==> config.mk <==
export PLATFORM = sky130hd
export DESIGN_NAME = prefetch_queue
export DESIGN_NICKNAME = d
export VERILOG_FILES = /design/src/rtl/prefetch_queue.sv
export SDC_FILE = /design/constraint.sdc
export NUM_CORES = 1
export LEC_CHECK = 0
export ABC_AREA = 1
export CORE_MARGIN = 10
export CORE_UTILIZATION = 55
export DETAILED_ROUTE_END_ITERATION = 10
export HOLD_SLACK_MARGIN = 0.06
export PLACE_DENSITY = 0.84
export RECOVER_POWER = 25
export SYNTH_ARGS = -nofsm -noshare
export SYNTH_HDL_FRONTEND = slang
export SYNTH_SLANG_ARGS = --single-unit
==> constraint.sdc <==
create_clock -name clock -period 6.5 [get_ports clock]
set_input_delay 1.625 -clock clock [delete_from_list [all_inputs] [get_ports clock]]
set_output_delay 1.625 -clock clock [all_outputs]
set_load 0.03 [all_outputs]
==> src/rtl/prefetch_queue.sv <==
// prefetch_queue: 2^AW-entry pull-style prefetch queue between a get/empty
// source and a get/empty consumer, with a programmable consumer hold-off
// that stalls the consumer for `delay` cycles after a word matching
// (match, mask) is popped.
//
// Optional build macro PREFETCH_QUEUE_BYPASS_EN: when the queue is empty and
// no hold-off is active, the upstream word is presented directly on `out`
// (zero-latency cut-through); a pop in that state consumes the upstream word
// without storing it.
module prefetch_queue #(
    parameter int W  = 8,
    parameter int AW = 2,
    parameter int TW = 3
) (
    input  logic          clock,
    input  logic          reset,
    input  logic [W-1:0]  in,
    output logic          get_i,
    input  logic          empty_i,
    output logic [W-1:0]  out,
    input  logic          get_o,
    output logic          empty_o,
    input  logic [W-1:0]  match,
    input  logic [W-1:0]  mask,
    input  logic [TW-1:0] delay,
    output logic [AW:0]   level
);

    localparam int          D     = 1 << AW;
    localparam logic [AW:0] DEPTH = {1'b1, {AW{1'b0}}};

    logic [W-1:0]  mem [D];
    logic [AW-1:0] head;
    logic [AW-1:0] tail;
    logic [TW-1:0] hold;

    logic          bypass;
    logic          pop;
    logic          store;
    logic          advance;
    logic          hit;

    // Consumer view, fill strobe and the push/pop decisions for this cycle
    always_comb begin
        bypass = 1'b0;
`ifdef PREFETCH_QUEUE_BYPASS_EN
        bypass = (level == '0) && (hold == '0);
`endif
        out = bypass ? in : mem[head];
        if (reset) begin
            empty_o = 1'b1;
        end else if (bypass) begin
            empty_o = empty_i;
        end else begin
            empty_o = (level == '0) || (hold != '0);
        end
        pop     = get_o & ~empty_o;
        get_i   = ~reset & ~empty_i & ((level != DEPTH) | pop);
        hit     = ((out ^ match) & mask) == '0;
        // A bypassed word is handed straight to the consumer and never stored.
        store   = get_i & ~(bypass & pop);
        advance = pop & ~bypass;
    end

    // Control state: pointers, occupancy and hold-off counter
    always_ff @(posedge clock) begin
        if (reset) begin
            head  <= '0;
            tail  <= '0;
            level <= '0;
            hold  <= '0;
        end else begin
            if (store) begin
                tail <= tail + 1'b1;
            end
            if (advance) begin
                head <= head + 1'b1;
            end
            if (store && !advance) begin
                level <= level + 1'b1;
            end else if (advance && !store) begin
                level <= level - 1'b1;
            end
            // delay is only looked at on the popping edge; otherwise count down.
            if (pop && hit && (delay != '0)) begin
                hold <= delay;
            end else if (hold != '0) begin
                hold <= hold - 1'b1;
            end
        end
    end

    // Word storage; data path carries no reset, writes are gated by store
    always_ff @(posedge clock) begin
        if (store) begin
            mem[tail] <= in;
        end
    end

endmodule

==> metrics.txt, run 1 <==
maximum number of pins on one net before global-route repair=18; nets@finish=309; number of max-cap violations=0; maximum vdd ir drop=230 uV; utilization after layout=72.4%; GR Util All Layers=12.6%; outcome=finished, final reports clean; Synth top area share=43.7%; number of cell rows=22; synthesized instance count=224; cell types with the largest area share after synthesis=edfxtp_1 44%, dfxtp_1 11%, nand2_1 8.0%; Cell Count, Final, Fillers Out=319; Slew Limit Fails=0; Comb power frac=33.0%; type of the setup path with the least slack=input pin to output pin; Critical Path Sink Type=output pin; wire length of the first global-routing pass=7.26 mm; endpoint required time on the critical path=4.88 ns; Setup Fix Bufs, Post-CTS=0; DRT Pass-1 Iters=4; power per standard cell area=274 nW/um^2; worst slew margin relative to its limit=47.4%; number of antenna violations at the first check in global routing=0; Top-Level Pins=44; number of flops mapped to enable cells by yosys=32; Synth cell types=28; main combinational cell family by area after synthesis=simple AND/OR/NAND/NOR gates; Int Power=504 uW; power after layout=749 uW; Max Clock Skew=0.0105 ns; top_reg_cell synth=edfxtp_1; hold violation total from the final report=0; clock network power share=21.4%; via count of the routed design=1,583; sum of negative setup slack=0 ns; achievable clock frequency=186 MHz; setup slack after placement=1.13 ns; post-synthesis share of cell area spent on full adders, half adders and majority gates=4.89%; proportion of power drawn by flip-flops and latches=45.6%; largest area contributor in the synthesized netlist=edfxtp_1; number of failing setup endpoints in the final timing report=0; fraction of registers with async set or reset after synthesis=0%; share of layout cells above drive strength 1=12.9%; count of instances resized after the clock tree is built=0; root buffer selected by CTS=clkbuf_8; Skew-Pair Late Insertion Delay=0.29 ns; netlist area before placement=2200 um^2; HPWL after detailed placement=3.28 mm; Min Hold Slack=0.498 ns; P&R area growth vs syn=24.1%; clock period minus worst slack=5.38 ns; area of the core region=3770 um^2; simple-gate area share of the yosys netlist=26.6%; clock buffers created by TritonCTS=5; P_leak=1.10 nW; Ant. Diodes=0; net switching power=245 uW; yosys synthesis warning count=0; vias in the first global route=1,628; setup slack of the critical path after layout=1.12 ns; per-cell routed wire length=13.4 um; weighted congestion reported at the end of routability-driven placement=0.798; post-synthesis compound-gate area fraction=5.06%; number of buffers on the longest clock path=2; RSZ-0062 raised after global routing=no; final worst-path cycle share=82.7%; actual slew at the worst max-slew pin=0.787 ns; initial standard-cell utilization of the core=58.3%; placed insts=311; sum of overflow across all layers after global routing=0; Antenna Violating Nets Remaining=0; Placed Instance Area=2650 um^2; # H-tree levels=2; worst hold-check path type=flop to flop; initial drt markers=121; multiplexer area fraction after synthesis=0%; TritonCTS clock tree=done; post-synthesis share of cell area spent on xor and xnor gates=0.796%; number of input and output port buffers inserted=43; most repeated cell in the gate-level netlist after synthesis=nand2_1; area enclosed by the die boundary=6930 um^2; Critical Path AT=3.75 ns; Worst Setup Start Kind=input pin; die outline width=83.2 um; syn nets=263; detailed-route vias per instance=4.96; maximum fanout along the worst path=10; CTS sink count=44; post-synthesis sequential area ratio=54.6%; hold-fix buffers at CTS=0; flop and latch count out of synthesis=44; most frequent cells after synthesis=47 x nand2_1, 32 x edfxtp_1, 31 x inv_1, 24 x nand3_1, 12 x dfxtp_1; synthesized area per cell=9.82 um^2; Net Sw Frac=32.7%; clock-pin slew on the worst setup and hold paths=0.08 ns; vertical extent of the die=83.2 um; Total Wirelength=4.29 mm; cell area after layout=2730 um^2; DRC Markers=0
-- cells by family (layout without fill, tap and decap cells) --
family / after synthesis / in the layout
AOI/OAI and AO/OA: 21 / 21
xor gates and xnor gates: 2 / 2
buffers and inverters: 38 / 85
adders and majority gates: 8 / 8
DFF: 44 / 44
and+or+nand+nor: 111 / 111
-- registers in the layout (all words and copies together), names as in the netlist, named ones only --
register	cells
level	3
mem	32
head	2
hold	3
tail	2
-- power by group through the flow --
stage | combinational [mW] | clock [mW] | sequential (mW)
2_1_floorplan | 0.170 | 0 | 0.350
3_3_place_gp | 0.243 | 0 | 0.347
3_5_place_dp | 0.247 | 0 | 0.348
4_1_cts | 0.249 | 0.165 | 0.342
5_1_grt | 0.277 | 0.175 | 0.344
6_report | 0.247 | 0.160 | 0.341
-- per-layer routing --
| layer | vias to the layer above | wire, um | global-route usage [%] |
|---|---|---|---|
| met3 | 9 | 198 | 3.42 |
| li1 | 831 | - | - |
| met2 | 40 | 2190 | 22.0 |
| met4 | 0 | 94 | 5.85 |
| met1 | 703 | 1800 | 13.7 |
| met5 | - | 0 | 0 |
-- path summary, 6_finish.rpt --
| check | endpoint | slack [ns] | from | depth (start not counted) |
|---|---|---|---|---|
| min reg2reg | head[1] | 0.50 | head[1] | 1 |
| max reg2reg | level[2] | 3.87 | hold[0] | 15 |
| max | get_i | 1.12 | reset | 7 |
| min | head[1] | 0.50 | head[1] | 1 |
-- critical path: stages --
cell	delay, ns
clkdlybuf4s50_1	0.49
inv_1	0.24
nand4_1	0.28
nand4_1	0.14
nand2_1	0.17
inv_1	0.13
clkdlybuf4s50_1	0.68
-- final cells by class --
class,instances,area (um^2)
clock buffer,7,76.3
clock inverter,1,8.76
fill,265,1040
inverter,34,133
multi-input combinational,142,821
sequential,44,1200
tap,48,60.1
timing repair buffer,43,430
-- cell usage in the layout, fill, tap and decap left out, drive strengths merged --
cell type      netlist  layout
o21a                 1       1
clkdlybuf4s50        0      36
dlygate4sd3          0       7
dfxtp               12      12
nor3                 1       1
edfxtp              32      32
xor2                 1       1
clkinv               0       1
xnor2                1       1
nor2                13      13
nand3               35      35
ha                   7       7
nand2               57      57
fa                   1       1
clkbuf               0       7
nand4                3       3
and2                 1       1
inv                 34      34
a21oi               11      11
or2                  1       1
o21ai                9       9
No activity file was read; power rests on OpenSTA's default activity.
==> inputs of run 2 (changes only) <==
Settings changed: CORE_UTILIZATION 55 to 46, PLACE_DENSITY 0.84 to 0.75.
Clock period 6.5 ns to 4.7 ns, I/O delays scaled along.
==> run 2 against run 1 <==
Against the previous run:
- sequential share of layout area down 0.32 points
- largest cell class unchanged
- register-to-register slack lost 1.6 ns
- clock power grew 40%
- largest power group unchanged
- flip-flop and latch count unchanged
- combinational power grew 39%
- critical endpoint unchanged
- cell area increased by 0.73%
- wire length is 3.7% lower
==> metrics.txt, run 2 (synthesized netlist as in run 1, its figures left out) <==
outcome=finished, final reports clean; actual slew at the worst max-slew pin=0.789 ns; # H-tree levels=2; hold violation total from the final report=0; number of failing setup endpoints in the final timing report=0; via count of the routed design=1,556; vias in the first global route=1,453; TritonCTS clock tree=done; Ant. Diodes=0; number of buffers on the longest clock path=2; CP Buf/Inv Count=4; endpoint required time on the critical path=3.52 ns; number of cell rows=25; Antenna Violating Nets Remaining=0; final worst-path cycle share=91.5%; DRT Pass-1 Iters=4; Worst Setup Start Kind=input pin; type of the setup path with the least slack=input pin to output pin; Total Wirelength=4.13 mm; stage delay of the slowest cell on the critical path=0.68 ns; share of layout cells above drive strength 1=13.2%; Slew Limit Fails=0; per-cell routed wire length=12.7 um; Top-Level Pins=44; Placed Instance Area=2660 um^2; Setup Fix Bufs, Post-CTS=0; P_leak=1.11 nW; flip-flop count of the largest register after layout=32; wire length of the first global-routing pass=6.58 mm; CTS sink count=44; hold-fix buffers at CTS=0; Min Hold Slack=0.495 ns; worst slew margin relative to its limit=47.2%; weighted congestion reported at the end of routability-driven placement=0.779; clock-pin slew on the worst setup and hold paths=0.07 ns; count of instances resized after the clock tree is built=0; sum of negative setup slack=0 ns; initial standard-cell utilization of the core=46.9%; Critical Path AT=3.12 ns; vertical extent of the die=89.2 um; area of the core region=4690 um^2; DRC Markers=0; area enclosed by the die boundary=7950 um^2; maximum fanout along the worst path=10; number of input and output port buffers inserted=43; HPWL after detailed placement=3.22 mm; Critical Path Sink Type=output pin; achievable clock frequency=233 MHz; register name with the most flops=mem; utilization after layout=58.6%; Max Clock Skew=0.00447 ns; sum of overflow across all layers after global routing=0; number of max-cap violations=0; detailed-route vias per instance=4.77; kind of cell adding the most delay to the critical path=buffers and inverters; registers with the most flip-flops=mem: 32 flops, hold: 3 flops, level: 3 flops; initial drt markers=45; cell area after layout=2750 um^2; most common cell after layout, fill and taps aside=nand2_1; nets@finish=310; most frequent cells in the layout=47 x nand2_1, 37 x clkdlybuf4s50_1, 32 x edfxtp_1; Slowest-stage cell, CP=clkdlybuf4s50_1; worst hold-check path type=flop to flop; clock buffers created by TritonCTS=5; power per standard cell area=378 nW/um^2; number of antenna violations at the first check in global routing=0; GR Util All Layers=10.7%; clock period minus worst slack=4.30 ns; P&R area growth vs syn=25.0%; maximum vdd ir drop=179 uV; maximum number of pins on one net before global-route repair=18; die outline width=89.2 um; Skew-Pair Late Insertion Delay=0.28 ns; cell chain of the critical path=clkdlybuf4s50_1, inv_1, nand4_1, nand4_1, nand2_1, inv_1, clkdlybuf4s50_1; root buffer selected by CTS=clkbuf_8; power after layout=1.04 mW; RSZ-0062 raised after global routing=no
run 2: cell types whose count changed in the layout (fill, tap and decap cells not counted), sizes merged:
| cell | previous run | this run |
|---|---|---|
| clkbuf | 7 | 8 |
| clkinv | 1 | 0 |
| dlygate4sd3 | 7 | 6 |
| clkdlybuf4s50 | 36 | 37 |
| buf | 0 | 1 |
run 2: layout make-up:
class | instances | area, um^2
repair buffers | 44 | 438
flip-flops and latches | 44 | 1200
inverters | 34 | 133
clock buffers | 8 | 90.1
fillers | 409 | 1940
well taps | 54 | 67.6
multi-input cells | 142 | 821
run 2: worst paths after layout:
check	cells past startpoint	end	slack [ns]	start
worst min-delay path	1	head[1]	0.49	head[1]
worst max-delay path	7	get_i	0.40	reset
worst min register to register	1	head[1]	0.49	head[1]
worst max register to register	15	level[2]	2.26	hold[0]
run 2: worst register-to-register path: stages (launching register included):
cell     delay [ns]
dfxtp_1        0.32
inv_1          0.08
ha_1           0.14
inv_1          0.06
nor2_4         0.15
nand4_1        0.15
nand4_1        0.10
nand2_1        0.17
inv_1          0.12
ha_1           0.15
inv_1          0.07
fa_1           0.38
a21oi_1        0.14
o21ai_0        0.11
o21ai_0        0.16
a21oi_1        0.05
run 2: where the power goes:
part / switching [mW] / internal (mW)
clock network: 0.105 / 0.120
logic: 0.198 / 0.145
registers: 0.0243 / 0.448
run 2: per-stage QoR:
| step | std cells | setup slack, ns |
|---|---|---|
| 6_report | 326 | 0.400 |
| 5_1_grt | 326 | 0.234 |
| 4_1_cts | 326 | 0.397 |
| 3_5_place_dp | 318 | 0.397 |
| 3_3_place_gp | 318 | 0.483 |
| 2_1_floorplan | 224 | 1.48 |
run 2: metal layers:
metal	track usage, %	share of wire, %	vias up
met5	0	0	-
met4	3.90	1.8	0
met3	3.01	5.8	6
met2	19.8	54	33
met1	11.3	38	685
li1	-	-	832
